===== src/rtl/ci_burst_master.sv =====
// Burst initiator for the custom-instruction (CI) memory protocol.
// One command (direction, start address, word count) becomes one CI
// transaction per word. Write bursts pull words from a valid/ready input
// stream; read bursts push results onto a valid/ready output stream.
// A per-transaction cycle counter aborts a burst whose responder stalls.
module ci_burst_master #(
    parameter logic [7:0] customId      = 8'd14,
    parameter int         addrWidth     = 9,
    parameter int         timeoutCycles = 16
) (
    input  logic                 clock,
    input  logic                 reset,
    input  logic                 cmdValid,
    output logic                 cmdReady,
    input  logic                 cmdWrite,
    input  logic [addrWidth-1:0] cmdAddr,
    input  logic [addrWidth:0]   cmdCount,
    input  logic [31:0]          wrData,
    input  logic                 wrValid,
    output logic                 wrReady,
    output logic [31:0]          rdData,
    output logic                 rdValid,
    input  logic                 rdReady,
    output logic                 ciStart,
    output logic [7:0]           ciN,
    output logic [31:0]          ciValueA,
    output logic [31:0]          ciValueB,
    input  logic                 ciDone,
    input  logic [31:0]          ciResult,
    output logic                 busy,
    output logic                 error
);

    localparam int TW = $clog2(timeoutCycles + 1);

    typedef enum logic [2:0] {
        IDLE    = 3'd0,
        GETDATA = 3'd1,
        ISSUE   = 3'd2,
        WAIT    = 3'd3,
        OUT     = 3'd4
    } state_t;

    state_t                 state_reg,   state_next;
    logic [addrWidth-1:0]   addr_reg,    addr_next;
    logic [addrWidth:0]     count_reg,   count_next;
    logic                   write_reg,   write_next;
    logic [31:0]            opb_reg,     opb_next;
    logic [31:0]            rd_data_reg, rd_data_next;
    logic [TW-1:0]          timer_reg,   timer_next;
    logic                   error_reg,   error_next;
    logic [TW-1:0]          timer_inc;
    logic                   advance;

    // State and datapath registers; reset abandons any burst in flight.
    always_ff @(posedge clock) begin
        if (reset) begin
            state_reg   <= IDLE;
            addr_reg    <= '0;
            count_reg   <= '0;
            write_reg   <= 1'b0;
            opb_reg     <= '0;
            rd_data_reg <= '0;
            timer_reg   <= '0;
            error_reg   <= 1'b0;
        end else begin
            state_reg   <= state_next;
            addr_reg    <= addr_next;
            count_reg   <= count_next;
            write_reg   <= write_next;
            opb_reg     <= opb_next;
            rd_data_reg <= rd_data_next;
            timer_reg   <= timer_next;
            error_reg   <= error_next;
        end
    end

    // Next-state logic: command intake, CI handshake, timeout and word advance.
    always_comb begin
        state_next   = state_reg;
        addr_next    = addr_reg;
        count_next   = count_reg;
        write_next   = write_reg;
        opb_next     = opb_reg;
        rd_data_next = rd_data_reg;
        timer_next   = timer_reg;
        error_next   = error_reg;
        advance      = 1'b0;
        // First waiting cycle after the start pulse counts as 1.
        timer_inc    = (state_reg == ISSUE) ? TW'(1) : timer_reg + TW'(1);

        case (state_reg)
            IDLE: begin
                if (cmdValid) begin
                    addr_next  = cmdAddr;
                    count_next = cmdCount;
                    write_next = cmdWrite;
                    error_next = 1'b0;
                    timer_next = '0;
                    if (cmdCount != '0) begin
                        state_next = cmdWrite ? GETDATA : ISSUE;
                    end
                end
            end
            GETDATA: begin
                if (wrValid) begin
                    opb_next   = wrData;
                    state_next = ISSUE;
                end
            end
            ISSUE, WAIT: begin
                if (ciDone) begin
                    timer_next = '0;
                    if (write_reg) begin
                        advance = 1'b1;
                    end else begin
                        rd_data_next = ciResult;
                        state_next   = OUT;
                    end
                end else if (timer_inc == TW'(timeoutCycles)) begin
                    // Responder stalled: flag it and drop the rest of the burst.
                    timer_next = '0;
                    error_next = 1'b1;
                    state_next = IDLE;
                end else begin
                    timer_next = timer_inc;
                    state_next = WAIT;
                end
            end
            OUT: begin
                if (rdReady) begin
                    advance = 1'b1;
                end
            end
            default: state_next = IDLE;
        endcase

        if (advance) begin
            addr_next  = addr_reg + 1'b1;
            count_next = count_reg - 1'b1;
            if (count_reg == (addrWidth + 1)'(1)) begin
                state_next = IDLE;
            end else begin
                state_next = write_reg ? GETDATA : ISSUE;
            end
        end
    end

    // Outputs decode from state; operands come straight from the held registers.
    assign cmdReady = (state_reg == IDLE) && !reset;
    assign busy     = (state_reg != IDLE);
    assign wrReady  = (state_reg == GETDATA);
    assign rdValid  = (state_reg == OUT);
    assign rdData   = rd_data_reg;
    assign ciStart  = (state_reg == ISSUE);
    assign ciN      = customId;
    assign ciValueA = {{(31 - addrWidth){1'b0}}, write_reg, addr_reg};
    assign ciValueB = write_reg ? opb_reg : 32'h0;
    assign error    = error_reg;

endmodule


===== config.mk =====
export PLATFORM = sky130hd
export DESIGN_NAME = ci_burst_master
export DESIGN_NICKNAME = d
export VERILOG_FILES = /design/src/rtl/ci_burst_master.sv
export SDC_FILE = /design/constraint.sdc
export NUM_CORES = 1
export LEC_CHECK = 0
export ABC_AREA = 0
export CELL_PAD_IN_SITES_DETAIL_PLACEMENT = 1
export CELL_PAD_IN_SITES_GLOBAL_PLACEMENT = 1
export CORE_ASPECT_RATIO = 2
export CORE_MARGIN = 1.5
export CORE_UTILIZATION = 29
export CTS_CLUSTER_SIZE = 28
export DETAILED_ROUTE_END_ITERATION = 8
export PLACE_DENSITY_LB_ADDON = 0.1
export SETUP_SLACK_MARGIN = 0.5
export SLEW_MARGIN = 20
export SYNTH_ARGS = -nofsm -noshare
export SYNTH_HDL_FRONTEND = slang
export SYNTH_SLANG_ARGS = --single-unit

===== constraint.sdc =====
create_clock -name clock -period 1.8 [get_ports clock]
set_input_delay 0.36 -clock clock [delete_from_list [all_inputs] [get_ports clock]]
set_output_delay 0.36 -clock clock [all_outputs]
set_load 0.02 [all_outputs]

Word-level counts from Yosys, hierarchy flattened:

Index checks and enable logic that the tools add are counted.
W data, S select, Z words.

* register bits after elaboration: 93
* input bits: 90

* equality and inequality tests: 14
* reductions and logical operators: 16
* bitwise gates (word level): 1
* $add $sub $neg: 3
* multiplexer cells: 31

Operators by type and width (number)
* $mux W32: 1
* $mux W10: 3
* $mux W9: 3
* $mux W5: 4
* $mux W3: 6
* $pmux W3 S4: 1
* $eq A10 B1 Y1 const B: 1
* $pmux W5 S2: 1
* $reduce_bool A10 Y1: 1
* $sub A10 B1 Y10 const B: 1
* $add A9 B1 Y9 const B: 1
* $mux W2: 4
* $reduce_and A2 Y1: 4
* $eq A3 B2 Y1 const B: 2
* $mux W1: 6
* $ne A2 B2 Y1 const B: 3
* $ne A3 B3 Y1 const B: 2
* $reduce_bool A2 Y1: 3
* $add A5 B1 Y5 const B: 1
* $eq A5 B5 Y1 const B: 1
* $reduce_and A5 Y1: 1
* $ne A4 B4 Y1 const B: 1
* $pmux W1 S2: 2
* $reduce_and A4 Y1: 1
* other kinds (11): 11

Longest topological paths before layout:

* word-level depth: 7
* gate-level depth with buffers: 7
* mapped depth without buffers: 6

Worst setup path before layout:

No wires, ideal clock.

* path kind: reg2out
* from: register state_reg[2]
* to: output port cmdReady
* arrival time: 1259 ps
* cell stages (with the launch flop): 4
* setup slack: 181 ps
* path buffers: 1
* data required time: 1440 ps
* cell sequence: dfxtp_1 -> buf_4 -> or3_1 -> nor2_1

* cells in the longest elaborated chain, start to end: 2

RTL lines
* start, declared: line 44 `state_t state_reg, state_next;`
* start signal, assigned: line 67 `state_reg <= state_next;`
* $logic_not A3 Y1: line 150 `assign cmdReady = (state_reg == IDLE) && !reset;`
* $logic_and A1 B1 Y1: line 150
* end, declared: line 14 `output logic cmdReady,`

No other way between the ends.

Worst setup path after layout:

* from: register state_reg[1]
* to: output port rdValid

* cells in the longest elaborated chain, start to end: 1

RTL lines
* $eq A3 B3 Y1: line 153 `assign rdValid = (state_reg == OUT);`
* end, declared: line 22 `output logic rdValid,`

No other way between the ends.

==> impl_metrics.yaml <==
clocking:
  clock_path_buffers: 2
  cts_max_level: 3
  clkTransAtPathRegs_ns: 0.07
  cts_root_buffer: "clkbuf_16"
  numCtsBuffers: 9
  cts_tree: "built"
  clock_sinks: 93
  worstSkewPairLatency_ns: 0.34
worst_setup_path:
  rrSetupSlack_ns: 0.07
  crit_top_cell: "buf_6"
  cp_num_cells: 5
  cp_num_buf_inv: 4
  crit_chain: "buf_6 > nor3b_4 > buf_4 > buf_6 > buf_6"
  end_kind: "primary output"
  cp-start-kind: "register"
  crit_required_ns: 1.44
  reg2reg_to: "count_reg[4]"
  crit_type: "register to primary output"
  r2r_cells: 8
  crit_fanout: 4
  slowest_stage: "dfxtp_2"
  crit_family: "buffers and inverters"
  worst_path_largest_cell_delay_ns: 0.34
  r2r-start: "state_reg[1]"
  cp.arrival_ns: 1.37
cells_and_area:
  fill_cells: 1705
  utilization_pct: 56.4
  area_growth_pct: 91.0
  drive_gt1_share_pct: 50.6
  fin_nets: 904
routing:
  ant_nets: 0
  firstDrtPassIters: 4
  viasPerCell: 4.91
  vias: 4963
  wl_mm: 19.4
  avgRoutedWirePerCell_um: 19.2
  drc: 0
  drt-initial-drc-count: 113
grt:
  antenna_found_initial: 1
  gr-total-overflow: 0
  grt_pass1_vias: 5301
  grt_max_degree: 34
  grt_use_total_pct: 22.7
  grt_pass1_wl_mm: 27.1
power:
  power-per-cell-area_nw_per_um2: 870
  p_leak_nw: 3.42
  ir_worst_vdd_mv: 0.582
floorplan:
  start_util_pct: 29.5
  die_h_um: 176
  core_sq_um: 14700
  io_pins: 200
  num_rows: 63
  die_w_um: 89.7
  die_area_sq_um: 15800
placement:
  port_buffers: 169
  dpl.hpwl_mm: 11.2
  gp_congestion: 0.789
yosys:
  synth-edff-count: 0
  synth-main-ff-cell: "dfxtp_1"
  yosys.area.top_type_share_pct: 42.7
  yosysSeqAreaShare_pct: 42.7
  netlist_instances: 566
  yosysMostFrequentCell: "nand2_1"
  synthTopCellsByArea: "dfxtp_1 (43%), nand2_1 (12%), a21oi_1 (9.5%), buf_4 (5.7%), and2_1 (5.0%)"
  syn-cell-area_sq_um: 4360
  synth_cell_types: 46
  ys_warn_count: 0
  yosysTopAreaCell: "dfxtp_1"
  synthTopCellsByCount: "nand2_1 (143), dfxtp_1 (93), a21oi_1 (83)"
  avgSynthCellArea_sq_um: 7.70
  synth-seq-cells: 93
  async_flop_share_pct: 0
sta:
  rsz0062_at_grt: "true"
  fin_crit_ns: 1.73
  finClkSkew_ns: 0.0116
  fmax_mhz: 577
  finalHoldViolCount: 0
  setup_viol: 0
  timing.final.crit_share_pct: 96.4
  slew_violations: 0
  setup_tns_ns: 0
hold_path:
  min_path_cells: 3
  min-delay-start: "cmdCount[4]"
  hold_end: "count_reg[4]"
  hold_class: "input port to register"
run:
  maxCapViolCount: 0
run_status:
  status: "finished, final reports clean"
[per-stage QoR]
stage	power (mW)	area, sq um	hold WS (ns)	worst slack (ns)	instances
6_report	7.23	8320	0.356	0.0654	1010
5_1_grt	7.55	8320	0.374	0.0270	1010
2_1_floorplan	3.38	4540	0.432	0.218	594
3_3_place_gp	4.08	6420	0.438	-0.351	934
4_1_cts	6.77	7430	0.366	0.110	985
3_5_place_dp	4.13	6420	0.442	-0.406	934
[worst max-delay path by stage]
stage,start,to,slack (ns)
2_1_floorplan,state_reg[0],addr_reg[0],0.22
3_3_place_gp,ciDone,addr_reg[7],-0.35
3_5_place_dp,ciDone,addr_reg[7],-0.41
4_1_cts,write_reg,ciValueB[17],0.11
5_1_grt,state_reg[1],rdValid,0.03
6_report,state_reg[1],rdValid,0.07
[tightest hold or removal path, delay by kind of cell]
family | cells | cell delay, ns
compound gates | 1 | 0.08
simple gates | 1 | 0.06
buf+inv | 1 | 0.13
[timing repair]
action	in CTS	in global routing
hold buffers	0	0
setup buffers	23	18
gates cloned	13	6
setup endpoints to repair	173	140
gates resized for setup	484	197
pin swaps	58	76
[layout by cell type (no fill, tap or decap), drive strengths merged, types with 12 or more instances in the layout]
| master | netlist | routed |
|---|---|---|
| buf | 44 | 177 |
| a21oi | 83 | 83 |
| nor2 | 26 | 27 |
| o21ai | 13 | 13 |
| conb | 2 | 30 |
| dfxtp | 93 | 93 |
| nand2 | 143 | 143 |
| nand3 | 12 | 12 |
| clkbuf | 23 | 16 |
| clkdlybuf4s50 | 0 | 79 |
| and2 | 35 | 35 |
[power by group]
group	internal, mW	switching (mW)	total, mW
sequential	2.25	0.168	2.42
combinational	1.44	1.43	2.87
clock	1.11	0.836	1.95
total	4.80	2.43	7.23
[routing by layer]
| layer | routed length [um] | vias to the layer above | global-route usage (%) |
|---|---|---|---|
| li1 | - | 2338 | - |
| met1 | 6260 | 2439 | 20.6 |
| met2 | 11800 | 153 | 46.1 |
| met3 | 795 | 33 | 3.69 |
| met4 | 505 | 0 | 9.42 |
| met5 | 0 | - | 0 |
[layout make-up]
cell class | instances | area [sq um] | area share, %
multi-input combinational | 426 | 3070 | 36.9
timing repair buffer | 271 | 2780 | 33.4
sequential | 93 | 1890 | 22.7
tap | 195 | 244 | 2.93
clock buffer | 10 | 239 | 2.87
clock inverter | 5 | 60.1 | 0.722
inverter | 9 | 33.8 | 0.406
antenna | 1 | 2.50 | 0.0301
[cell families (layout without fill, tap and decap cells)]
kind of cell | Yosys count | after routing | share of synthesized area (%)
adders and majority gates | 4 | 4 | 1.15
AOI/OAI and AO/OA | 129 | 129 | 17.3
DFF | 93 | 93 | 42.7
xor gates and xnor gates | 2 | 2 | 0.402
buffers and inverters | 76 | 295 | 10.0
other | 2 | 31 | 0.172
and+or+nand+nor | 260 | 261 | 28.3
Power figures use the tool's default switching activity.
